### src/rtl/fwd_pkg.sv
// Shared types for the forwarding / load-use hazard scoreboard.
// Mux select codes, in-flight entry layout and the "writes r" predicate.
package fwd_pkg;

  localparam int unsigned REG_W = 5;

  localparam logic [1:0] FWD_REGFILE = 2'd0;
  localparam logic [1:0] FWD_EXMEM   = 2'd1;
  localparam logic [1:0] FWD_MEMWB   = 2'd2;

  typedef struct packed {
    logic             valid;
    logic [REG_W-1:0] dest;
    logic             reg_write;
    logic             mem_read;
  } entry_t;

  // True when entry e will write architectural register r ($0 excluded).
  function automatic logic f_writes(
    input entry_t           e,
    input logic [REG_W-1:0] r
  );
    return e.valid & e.reg_write & (e.dest == r) & (r != '0);
  endfunction

endpackage

### src/rtl/fwd_hazard_scoreboard_if.sv
// ID-side request bundle and EX-side select/stall responses.
// master = pipeline control driving ID info, slave = scoreboard.
interface fwd_hazard_scoreboard_if #(
  parameter int REG_ADDR_W = 5,
  parameter int CNT_W      = 16
);

  logic                  id_valid;
  logic [REG_ADDR_W-1:0] id_rs;
  logic [REG_ADDR_W-1:0] id_rt;
  logic                  id_uses_rs;
  logic                  id_uses_rt;
  logic [REG_ADDR_W-1:0] id_dest;
  logic                  id_reg_write;
  logic                  id_mem_read;
  logic                  flush;
  logic [1:0]            ex_fwd_sel_a;
  logic [1:0]            ex_fwd_sel_b;
  logic                  stall;
  logic [CNT_W-1:0]      stall_count;

  modport master (
    output id_valid, id_rs, id_rt,
    output id_uses_rs, id_uses_rt,
    output id_dest, id_reg_write,
    output id_mem_read, flush,
    input  ex_fwd_sel_a, ex_fwd_sel_b,
    input  stall, stall_count
  );

  modport slave (
    input  id_valid, id_rs, id_rt,
    input  id_uses_rs, id_uses_rt,
    input  id_dest, id_reg_write,
    input  id_mem_read, flush,
    output ex_fwd_sel_a, ex_fwd_sel_b,
    output stall, stall_count
  );

endinterface

### src/rtl/fwd_stage_reg.sv
// One in-flight entry slot (EX, MEM or WB) of the scoreboard.
// Bubble input loads an invalid entry instead of the upstream one.
module fwd_stage_reg
  import fwd_pkg::*;
(
  input  logic   clk,
  input  logic   rst,
  input  logic   i_bubble,
  input  entry_t i_d,
  output entry_t o_q
);

  entry_t r_q;

  // Advance the entry one stage, or squash it to an invalid slot.
  always_ff @(posedge clk or posedge rst) begin
    if (rst) begin
      r_q <= '0;
    end else if (i_bubble) begin
      r_q <= '0;
    end else begin
      r_q <= i_d;
    end
  end

  assign o_q = r_q;

endmodule

### src/rtl/fwd_hazard_scoreboard.sv
// EX operand forwarding selects and load-use stall generation.
// Tracks destination registers of in-flight instructions EX->MEM->WB.
module fwd_hazard_scoreboard
  import fwd_pkg::*;
#(
  parameter int REG_ADDR_W = 5,
  parameter int CNT_W      = 16
) (
  input logic                   Clk,
  input logic                   Reset,
  fwd_hazard_scoreboard_if.slave bus
);

  localparam logic [CNT_W-1:0] CNT_ONE = {{(CNT_W-1){1'b0}}, 1'b1};

  logic [REG_ADDR_W-1:0] w_rs;
  logic [REG_ADDR_W-1:0] w_rt;
  logic [REG_ADDR_W-1:0] w_dest;
  logic                  w_stall;
  logic                  w_bubble;
  logic                  w_rs_hit;
  logic                  w_rt_hit;
  logic [2:0]            w_bub;
  logic [1:0]            w_sel_a;
  logic [1:0]            w_sel_b;
  entry_t                w_ent [4];
  entry_t                w_ex;
  entry_t                w_mem;

  logic [1:0]            r_sel_a;
  logic [1:0]            r_sel_b;
  logic [CNT_W-1:0]      r_cnt;

  assign w_rs   = bus.id_rs;
  assign w_rt   = bus.id_rt;
  assign w_dest = bus.id_dest;

  assign w_ent[0] = '{
    valid:     bus.id_valid,
    dest:      w_dest,
    reg_write: bus.id_reg_write,
    mem_read:  bus.id_mem_read
  };

  assign w_ex  = w_ent[1];
  assign w_mem = w_ent[2];

  // Only the ID->EX hop can bubble; later stages always shift.
  assign w_bub = {2'b00, w_bubble};

  for (genvar g = 0; g < 3; g++) begin : g_pipe
    fwd_stage_reg u_stage (
      .clk      (Clk),
      .rst      (Reset),
      .i_bubble (w_bub[g]),
      .i_d      (w_ent[g]),
      .o_q      (w_ent[g+1])
    );
  end

  assign w_rs_hit = bus.id_uses_rs & (w_ex.dest == w_rs);
  assign w_rt_hit = bus.id_uses_rt & (w_ex.dest == w_rt);

  // Load in EX whose result the ID instruction needs: no path yet.
  assign w_stall = w_ex.valid & w_ex.mem_read & w_ex.reg_write
                 & (w_ex.dest != '0)
                 & (w_rs_hit | w_rt_hit)
                 & bus.id_valid;

  assign w_bubble = w_stall | bus.flush | ~bus.id_valid;

  // Pick forwarding source for the next EX cycle; youngest wins.
  always_comb begin
    w_sel_a = FWD_REGFILE;
    w_sel_b = FWD_REGFILE;
    if (!w_bubble && bus.id_uses_rs) begin
      if (f_writes(w_ex, w_rs)) begin
        w_sel_a = FWD_EXMEM;
      end else if (f_writes(w_mem, w_rs)) begin
        w_sel_a = FWD_MEMWB;
      end
    end
    if (!w_bubble && bus.id_uses_rt) begin
      if (f_writes(w_ex, w_rt)) begin
        w_sel_b = FWD_EXMEM;
      end else if (f_writes(w_mem, w_rt)) begin
        w_sel_b = FWD_MEMWB;
      end
    end
  end

  // Selects travel with the instruction into EX.
  always_ff @(posedge Clk or posedge Reset) begin
    if (Reset) begin
      r_sel_a <= FWD_REGFILE;
      r_sel_b <= FWD_REGFILE;
    end else begin
      r_sel_a <= w_sel_a;
      r_sel_b <= w_sel_b;
    end
  end

  // Saturating count of stall cycles.
  always_ff @(posedge Clk or posedge Reset) begin
    if (Reset) begin
      r_cnt <= '0;
    end else if (w_stall && (r_cnt != '1)) begin
      r_cnt <= r_cnt + CNT_ONE;
    end
  end

  assign bus.ex_fwd_sel_a = r_sel_a;
  assign bus.ex_fwd_sel_b = r_sel_b;
  assign bus.stall        = w_stall;
  assign bus.stall_count  = r_cnt;

endmodule

### src/flat_wrapper.sv
// flat-port wrapper written by rule: the top's interface ports become plain ports
module fwd_hazard_scoreboard_flat import fwd_pkg::*;
#(
  parameter int REG_ADDR_W = 5,
  parameter int CNT_W      = 16
)
  (Clk, Reset, bus_id_valid, bus_id_rs, bus_id_rt, bus_id_uses_rs, bus_id_uses_rt, bus_id_dest, bus_id_reg_write, bus_id_mem_read, bus_flush, bus_ex_fwd_sel_a, bus_ex_fwd_sel_b, bus_stall, bus_stall_count);
  fwd_hazard_scoreboard_if #(.REG_ADDR_W(REG_ADDR_W), .CNT_W(CNT_W)) bus_i ();
  input logic Clk;
  input logic Reset;
  input wire logic [$bits(bus_i.id_valid)-1:0] bus_id_valid;
  input wire logic [$bits(bus_i.id_rs)-1:0] bus_id_rs;
  input wire logic [$bits(bus_i.id_rt)-1:0] bus_id_rt;
  input wire logic [$bits(bus_i.id_uses_rs)-1:0] bus_id_uses_rs;
  input wire logic [$bits(bus_i.id_uses_rt)-1:0] bus_id_uses_rt;
  input wire logic [$bits(bus_i.id_dest)-1:0] bus_id_dest;
  input wire logic [$bits(bus_i.id_reg_write)-1:0] bus_id_reg_write;
  input wire logic [$bits(bus_i.id_mem_read)-1:0] bus_id_mem_read;
  input wire logic [$bits(bus_i.flush)-1:0] bus_flush;
  output wire logic [$bits(bus_i.ex_fwd_sel_a)-1:0] bus_ex_fwd_sel_a;
  output wire logic [$bits(bus_i.ex_fwd_sel_b)-1:0] bus_ex_fwd_sel_b;
  output wire logic [$bits(bus_i.stall)-1:0] bus_stall;
  output wire logic [$bits(bus_i.stall_count)-1:0] bus_stall_count;
  assign bus_i.id_valid = bus_id_valid;
  assign bus_i.id_rs = bus_id_rs;
  assign bus_i.id_rt = bus_id_rt;
  assign bus_i.id_uses_rs = bus_id_uses_rs;
  assign bus_i.id_uses_rt = bus_id_uses_rt;
  assign bus_i.id_dest = bus_id_dest;
  assign bus_i.id_reg_write = bus_id_reg_write;
  assign bus_i.id_mem_read = bus_id_mem_read;
  assign bus_i.flush = bus_flush;
  assign bus_ex_fwd_sel_a = bus_i.ex_fwd_sel_a;
  assign bus_ex_fwd_sel_b = bus_i.ex_fwd_sel_b;
  assign bus_stall = bus_i.stall;
  assign bus_stall_count = bus_i.stall_count;
  fwd_hazard_scoreboard #(.REG_ADDR_W(REG_ADDR_W), .CNT_W(CNT_W)) u_core (.Clk(Clk), .Reset(Reset), .bus(bus_i));
endmodule
### config.mk
export PLATFORM = sky130hd
export DESIGN_NAME = fwd_hazard_scoreboard_flat
export DESIGN_NICKNAME = d
export VERILOG_FILES = /design/src/rtl/fwd_pkg.sv /design/src/rtl/fwd_hazard_scoreboard_if.sv /design/src/rtl/fwd_stage_reg.sv /design/src/rtl/fwd_hazard_scoreboard.sv /design/src/flat_wrapper.sv
export SDC_FILE = /design/constraint.sdc
export NUM_CORES = 1
export LEC_CHECK = 0
export CAP_MARGIN = 5
export CORE_UTILIZATION = 45
export CTS_BUF_LIST = sky130_fd_sc_hd__clkbuf_16
export CTS_CLUSTER_DIAMETER = 50
export DETAILED_ROUTE_END_ITERATION = 6
export PLACE_DENSITY = 0.73
export SYNTH_ARGS = -nofsm -noshare
export SYNTH_HDL_FRONTEND = slang
export SYNTH_HIERARCHICAL = 1
export SYNTH_SLANG_ARGS = --single-unit
### constraint.sdc
create_clock -name Clk -period 2.8 [get_ports Clk]
set_input_delay 0.56 -clock Clk [delete_from_list [all_inputs] [get_ports Clk]]
set_output_delay 0.56 -clock Clk [all_outputs]
set_load 0.01 [all_outputs]
==> impl_metrics.env, run 1 <==
export IMPL_dpl_cell_count=265
export IMPL_hold_buffers=0
export IMPL_total_power_uw=1137
export IMPL_final_cell_count_no_fill=273
export IMPL_syn_mean_instance_area_um2=11.05
export IMPL_clock_root_buffer="clkbuf_16"
export IMPL_timing_final_setup_violations=0
export IMPL_rows=22
export IMPL_crit_required_ns=2.24
export IMPL_firstDrtPassIters=4
export IMPL_finalWirelength_um=4030
export IMPL_cts_inserted_buffers=5
export IMPL_cts_tree="built"
export IMPL_cp_slowest_stage_delay_ns=0.53
export IMPL_worstSetupStartpointType="input port"
export IMPL_worst_endpoint_arrival_ns=2.05
export IMPL_period_share_pct=93.19
export IMPL_holdCritPathClass="flop to flop"
export IMPL_place_port_buffers=43
export IMPL_mostFrequentLayoutCells="42 x clkdlybuf4s50_1, 35 x dfrtp_1, 29 x xnor2_1"
export IMPL_max_vdd_ir_drop_uv=224.6
export IMPL_layout_drive_gt1_share_pct=12.89
export IMPL_antenna_found_initial=0
export IMPL_placeableCoreArea_um2=3771
export IMPL_routabilityCongestion=0.8689
export IMPL_clock_sinks=35
export IMPL_h_tree_depth=2
export IMPL_final_setup_skew_ns=0.003192
export IMPL_leakage_uw=0.001077
export IMPL_syn_to_final_growth_pct=37.89
export IMPL_vias=1451
export IMPL_nets=249
export IMPL_io_pins=44
export IMPL_yosysWarningCount=6
export IMPL_layout_cells_most_common="clkdlybuf4s50_1"
export IMPL_grt_pass1_vias=1546
export IMPL_fin_crit_ns=2.609
export IMPL_residual_drc=0
export IMPL_detailedPlacementHpwl_um=3157
export IMPL_worst_slack_ns=0.1908
export IMPL_worst_slew_margin_rel_pct=48.85
export IMPL_final_hold_viol_count=0
export IMPL_fp_dieW_um=65.48
export IMPL_report_final_slew_viol_count=0
export IMPL_antenna_cells=0
export IMPL_critical_path_cell_chain="clkdlybuf4s50_1 > xnor2_1 > nand3_1 > o22ai_4 > and2_1 > dlygate4sd2_1"
export IMPL_clkSlewWorstSetupHoldPaths_ns=0.05
export IMPL_mappedNetlistArea_um2=1813
export IMPL_grt_pass1_wl_um=7148
export IMPL_drc_marker_count_from_the_first_detailed_route_iteration=60
export IMPL_worstSetupPathType="input port to output port"
export IMPL_timing_critical_path_slowest_stage_cell="clkdlybuf4s50_1"
export IMPL_track_usage_pct=22.23
export IMPL_post_synthesis_cells=164
export IMPL_worst_slew_pin_slew_ns=0.7665
export IMPL_postRouteAntennaNets=0
export IMPL_power_density_nw_per_um2=454.7
export IMPL_cp_end_kind="output port"
export IMPL_post_drt_via_cell_ratio=5.315
export IMPL_grt_start_max_net_pins=21
export IMPL_drv_max_cap_violation_count=0
export IMPL_die_footprint_um2=4287
export IMPL_die_height_um=65.48
export IMPL_clock_path_buffers=2
export IMPL_dpl_worst_slack_ns=-0.06377
export IMPL_overflow=0
export IMPL_timing_critical_path_max_delay_family="buffers and inverters"
export IMPL_avgRoutedWirePerCell_um=14.76
export IMPL_worst_skew_pair_late_latency_ns=0.27
export IMPL_effective_utilization_at_floorplan_pct=48.08
export IMPL_grt_setup_unrepaired="no"
export IMPL_critical_path_peak_fanout=3
export IMPL_status="completed"
export IMPL_max_freq_mhz=383.3
export IMPL_critical_path_n_buffers_inverters=2
## path summary, 6_finish.rpt
path	start	end	slack, ns	depth (start not counted)
worst max-delay path	bus_id_rs[2]	bus_stall	0.19	6
worst min-delay path	u_core/bus.stall_count[5]	u_core/bus.stall_count[5]	0.52	1
worst max register to register	u_core/g_pipe[0].u_stage/o_q[2]	u_core/bus.stall_count[1]	0.93	6
worst min register to register	u_core/bus.stall_count[5]	u_core/bus.stall_count[5]	0.52	1
max in group asynchronous	Reset	u_core/bus.stall_count[11]	1.52	2
min in group asynchronous	Reset	u_core/g_pipe[1].u_stage/o_q[5]	0.58	2
## stage by stage
stage | hold slack [ns] | TNS, ns | util (%) | cell area, µm²
6_report | 0.5220 | 0 | 66.29 | 2500
5_1_grt | 0.5378 | 0 | 66.29 | 2500
4_1_cts | 0.5226 | 0 | 66.29 | 2500
3_5_place_dp | 0.5147 | -0.06377 | 62.38 | 2352
3_3_place_gp | 0.5017 | -0.04016 | 62.38 | 2352
2_1_floorplan | 0.3634 | 0 | - | 1836
## report_power, final
group | switching [µW] | total, µW | internal [µW]
combinational | 47.2 | 105 | 57.5
sequential | 8.22 | 522 | 513
clock | 191 | 510 | 319
total | 247 | 1140 | 890
## sequential cells by signal, indices dropped and copies added (netlist names)
signal                     cells
u_core/g_pipe.u_stage/o_q     15
u_core/bus.ex_fwd_sel_b        2
u_core/bus.ex_fwd_sel_a        2
u_core/bus.stall_count        16
## layout make-up
cell class                 instances  area, µm²
clock inverter                     2      8.758
clock buffer                       5      125.1
timing repair buffer              50      481.7
tap                               48      60.06
fill                             298       1271
inverter                           5      18.77
sequential                        35      875.8
multi-input combinational        128      929.6
## routing by layer
metal	vias to the layer above	wire (µm)	share of wire (%)	GRT usage [%]
met5	-	0	0	0
met4	0	44	1.1	7.337
met3	5	205	5.1	5.556
met2	50	2122	53	39.30
met1	712	1658	41	26.09
li1	684	-	-	-
## repair_timing
action	CTS	global route
buffers inserted	1	0
endpoints found under the setup margin	1	0
gates resized for setup	2	0
(Power assumes the default switching activity.)
==> run 2, diff against run 1 <==
--- a/config.mk
+++ b/config.mk
@@ -6,11 +6,11 @@
 export NUM_CORES = 1
 export LEC_CHECK = 0
 export CAP_MARGIN = 5
-export CORE_UTILIZATION = 45
+export CORE_UTILIZATION = 53
 export CTS_BUF_LIST = sky130_fd_sc_hd__clkbuf_16
-export CTS_CLUSTER_DIAMETER = 50
 export DETAILED_ROUTE_END_ITERATION = 6
-export PLACE_DENSITY = 0.73
+export PLACE_DENSITY = 0.84
+export REMOVE_ABC_BUFFERS = 1
 export SYNTH_ARGS = -nofsm -noshare
 export SYNTH_HDL_FRONTEND = slang
 export SYNTH_HIERARCHICAL = 1
==> run 2 against run 1 <==
Cell count shrank 1.8%. Clock-buffer cell count unchanged. Global-route usage rose by 4.3 points. Non-clock buffer count decreased by 1. Worst hold slack lost 0.015 ns. Via count about the same. Clock power fell by 1%. Total power shrank 0.56%. Critical path depth unchanged. Critical endpoint unchanged. Highest routed layer unchanged.
==> impl_metrics.env, run 2 (synthesis results as in run 1) <==
export IMPL_drv_max_cap_violation_count=0
export IMPL_reg2reg_launch_point="u_core/g_pipe[0].u_stage/o_q[5]"
export IMPL_clock_root_buffer="clkbuf_16"
export IMPL_cp_slowest_stage_delay_ns=0.45
export IMPL_grt_pass1_wl_um=6851
export IMPL_holdCritPathClass="flop to flop"
export IMPL_p_sw_share_pct=21.41
export IMPL_sequential_group_share_of_total_power_pct=46.2
export IMPL_mostFrequentLayoutCells="40 x clkdlybuf4s50_1, 35 x dfrtp_1, 30 x xnor2_1"
export IMPL_max_freq_mhz=387.0
export IMPL_critical_path_peak_fanout=2
export IMPL_worst_endpoint_arrival_ns=2.02
export IMPL_timing_final_setup_violations=0
export IMPL_clock_sinks=35
export IMPL_cp_end_kind="output port"
export IMPL_report_final_slew_viol_count=0
export IMPL_firstDrtPassIters=6
export IMPL_vias=1452
export IMPL_syn_to_final_growth_pct=36.92
export IMPL_finalCoreUtilization_pct=78.73
export IMPL_fp_dieW_um=60.49
export IMPL_residual_drc=0
export IMPL_power_frac_comb_pct=9.3
export IMPL_hold_buffers=0
export IMPL_reg2reg_depth=6
export IMPL_rows=20
export IMPL_dpl_cell_area_um2=2340
export IMPL_antenna_cells=0
export IMPL_worst_slew_margin_rel_pct=50.39
export IMPL_placeableCoreArea_um2=3153
export IMPL_worst_slew_pin_slew_ns=0.7434
export IMPL_cts_tree="built"
export IMPL_worst_r2r_setup_slack_ns=0.84
export IMPL_die_footprint_um2=3658
export IMPL_hold_path_cell_count=1
export IMPL_h_tree_depth=2
export IMPL_final_hold_viol_count=0
export IMPL_die_height_um=60.49
export IMPL_leakage_uw=0.001070
export IMPL_place_port_buffers=43
export IMPL_avgRoutedWirePerCell_um=15.52
export IMPL_critical_path_n_buffers_inverters=2
export IMPL_grt_setup_unrepaired="no"
export IMPL_drc_marker_count_from_the_first_detailed_route_iteration=77
export IMPL_layout_cells_most_common="clkdlybuf4s50_1"
export IMPL_worstSetupStartpoint="bus_id_rs[0]"
export IMPL_finalWirelength_um=4160
export IMPL_net_sw_power_uw=242.1
export IMPL_routabilityCongestion=0.8798
export IMPL_track_usage_pct=26.49
export IMPL_num_fill_cells=210
export IMPL_io_pins=44
export IMPL_max_vdd_ir_drop_uv=509.8
export IMPL_post_drt_via_cell_ratio=5.418
export IMPL_finish_instance_area_um2=2482
export IMPL_layout_drive_gt1_share_pct=12.50
export IMPL_min_from="u_core/bus.stall_count[10]"
export IMPL_timing_critical_path_max_delay_family="buffers and inverters"
export IMPL_cts_inserted_buffers=5
export IMPL_effective_utilization_at_floorplan_pct=57.50
export IMPL_dpl_cell_count=260
export IMPL_crit_required_ns=2.24
export IMPL_cellInternalPower_uw=888.4
export IMPL_period_share_pct=92.28
export IMPL_postRouteAntennaNets=0
export IMPL_clkSlewWorstSetupHoldPaths_ns=0.05
export IMPL_worst_skew_pair_late_latency_ns=0.27
export IMPL_worstSetupPathType="input port to output port"
export IMPL_status="completed"
export IMPL_total_power_uw=1131
export IMPL_nets=248
export IMPL_grt_start_max_net_pins=21
export IMPL_final_cell_count_no_fill=268
export IMPL_timing_critical_path_slowest_stage_cell="clkdlybuf4s50_1"
export IMPL_power_density_nw_per_um2=455.4
export IMPL_clock_path_buffers=2
export IMPL_critical_path_cell_chain="clkdlybuf4s50_1 > xnor2_1 > nand3_1 > o22ai_4 > and2_1 > dlygate4sd2_1"
export IMPL_worstSetupStartpointType="input port"
export IMPL_fin_crit_ns=2.584
export IMPL_critical_path_depth=6
export IMPL_clockPowerShare_pct=44.6
export IMPL_antenna_found_initial=0
export IMPL_tns_ns=0
export IMPL_largest_register_ff_count=16
export IMPL_overflow=0
export IMPL_grt_pass1_vias=1525
export IMPL_detailedPlacementHpwl_um=3153
export IMPL_final_setup_skew_ns=0.003862
==> run 2: layer usage <==
metal,global-route usage [%],vias to the layer above,routed length [µm]
met1,33.15,689,1790
met3,6.610,19,217
met5,0,-,0
met4,12.01,0,120
li1,-,686,-
met2,43.49,58,2032
==> run 2: final cells by class <==
type	count	area (µm²)	share of cell area [%]
inverter	5	18.77	0.7560
clock buffer	5	125.1	5.040
sequential	35	875.8	35.28
tap	44	55.05	2.218
multi-input combinational	128	927.1	37.35
clock inverter	2	8.758	0.3528
timing repair buffer	49	471.7	19.00
==> run 2: power by group through the flow <==
stage          sequential, µW  clock [µW]  combinational, µW
2_1_floorplan             527           0               51.3
3_3_place_gp              529           0               97.4
3_5_place_dp              530           0                102
4_1_cts                   522         513                104
5_1_grt                   522         543                115
6_report                  522         504                105
==> run 2: worst register-to-register path, stage by stage, from the launching register on <==
cell,delay (ns)
dfrtp_1,0.42
xnor2_1,0.29
nand3_1,0.19
o22ai_4,0.19
buf_4,0.28
nand2_1,0.14
mux2_1,0.34
==> run 2: per-stage QoR <==
step	hold WS [ns]	setup slack [ns]
after floorplan	0.3634	0.7548
after detailed placement	0.4978	-0.07285
after CTS	0.5068	0.2339
after global placement	0.5050	-0.03294
final	0.5074	0.2163
after global routing	0.5354	0.1323
==> run 2: repair_timing <==
action                                  4_1_cts  5_1_grt
endpoints found under the setup margin        1        0
setup buffers                                 1        0
gates resized for setup                       4        0
==> run 2: path summary, 6_finish.rpt <==
kind,end
min,u_core/bus.stall_count[10]
max,bus_stall
max reg2reg,u_core/bus.stall_count[1]
min in group asynchronous,u_core/g_pipe[1].u_stage/o_q[7]
min reg2reg,u_core/bus.stall_count[10]
max in group asynchronous,u_core/bus.stall_count[13]
==> run 3, diff against run 2 <==
--- a/config.mk
+++ b/config.mk
@@ -15,3 +15,4 @@
 export SYNTH_HDL_FRONTEND = slang
 export SYNTH_HIERARCHICAL = 1
 export SYNTH_SLANG_ARGS = --single-unit
+export TNS_END_PERCENT = 20
==> results of run 3 <==
Final layout, timing and power as in run 2 (identical DEF).
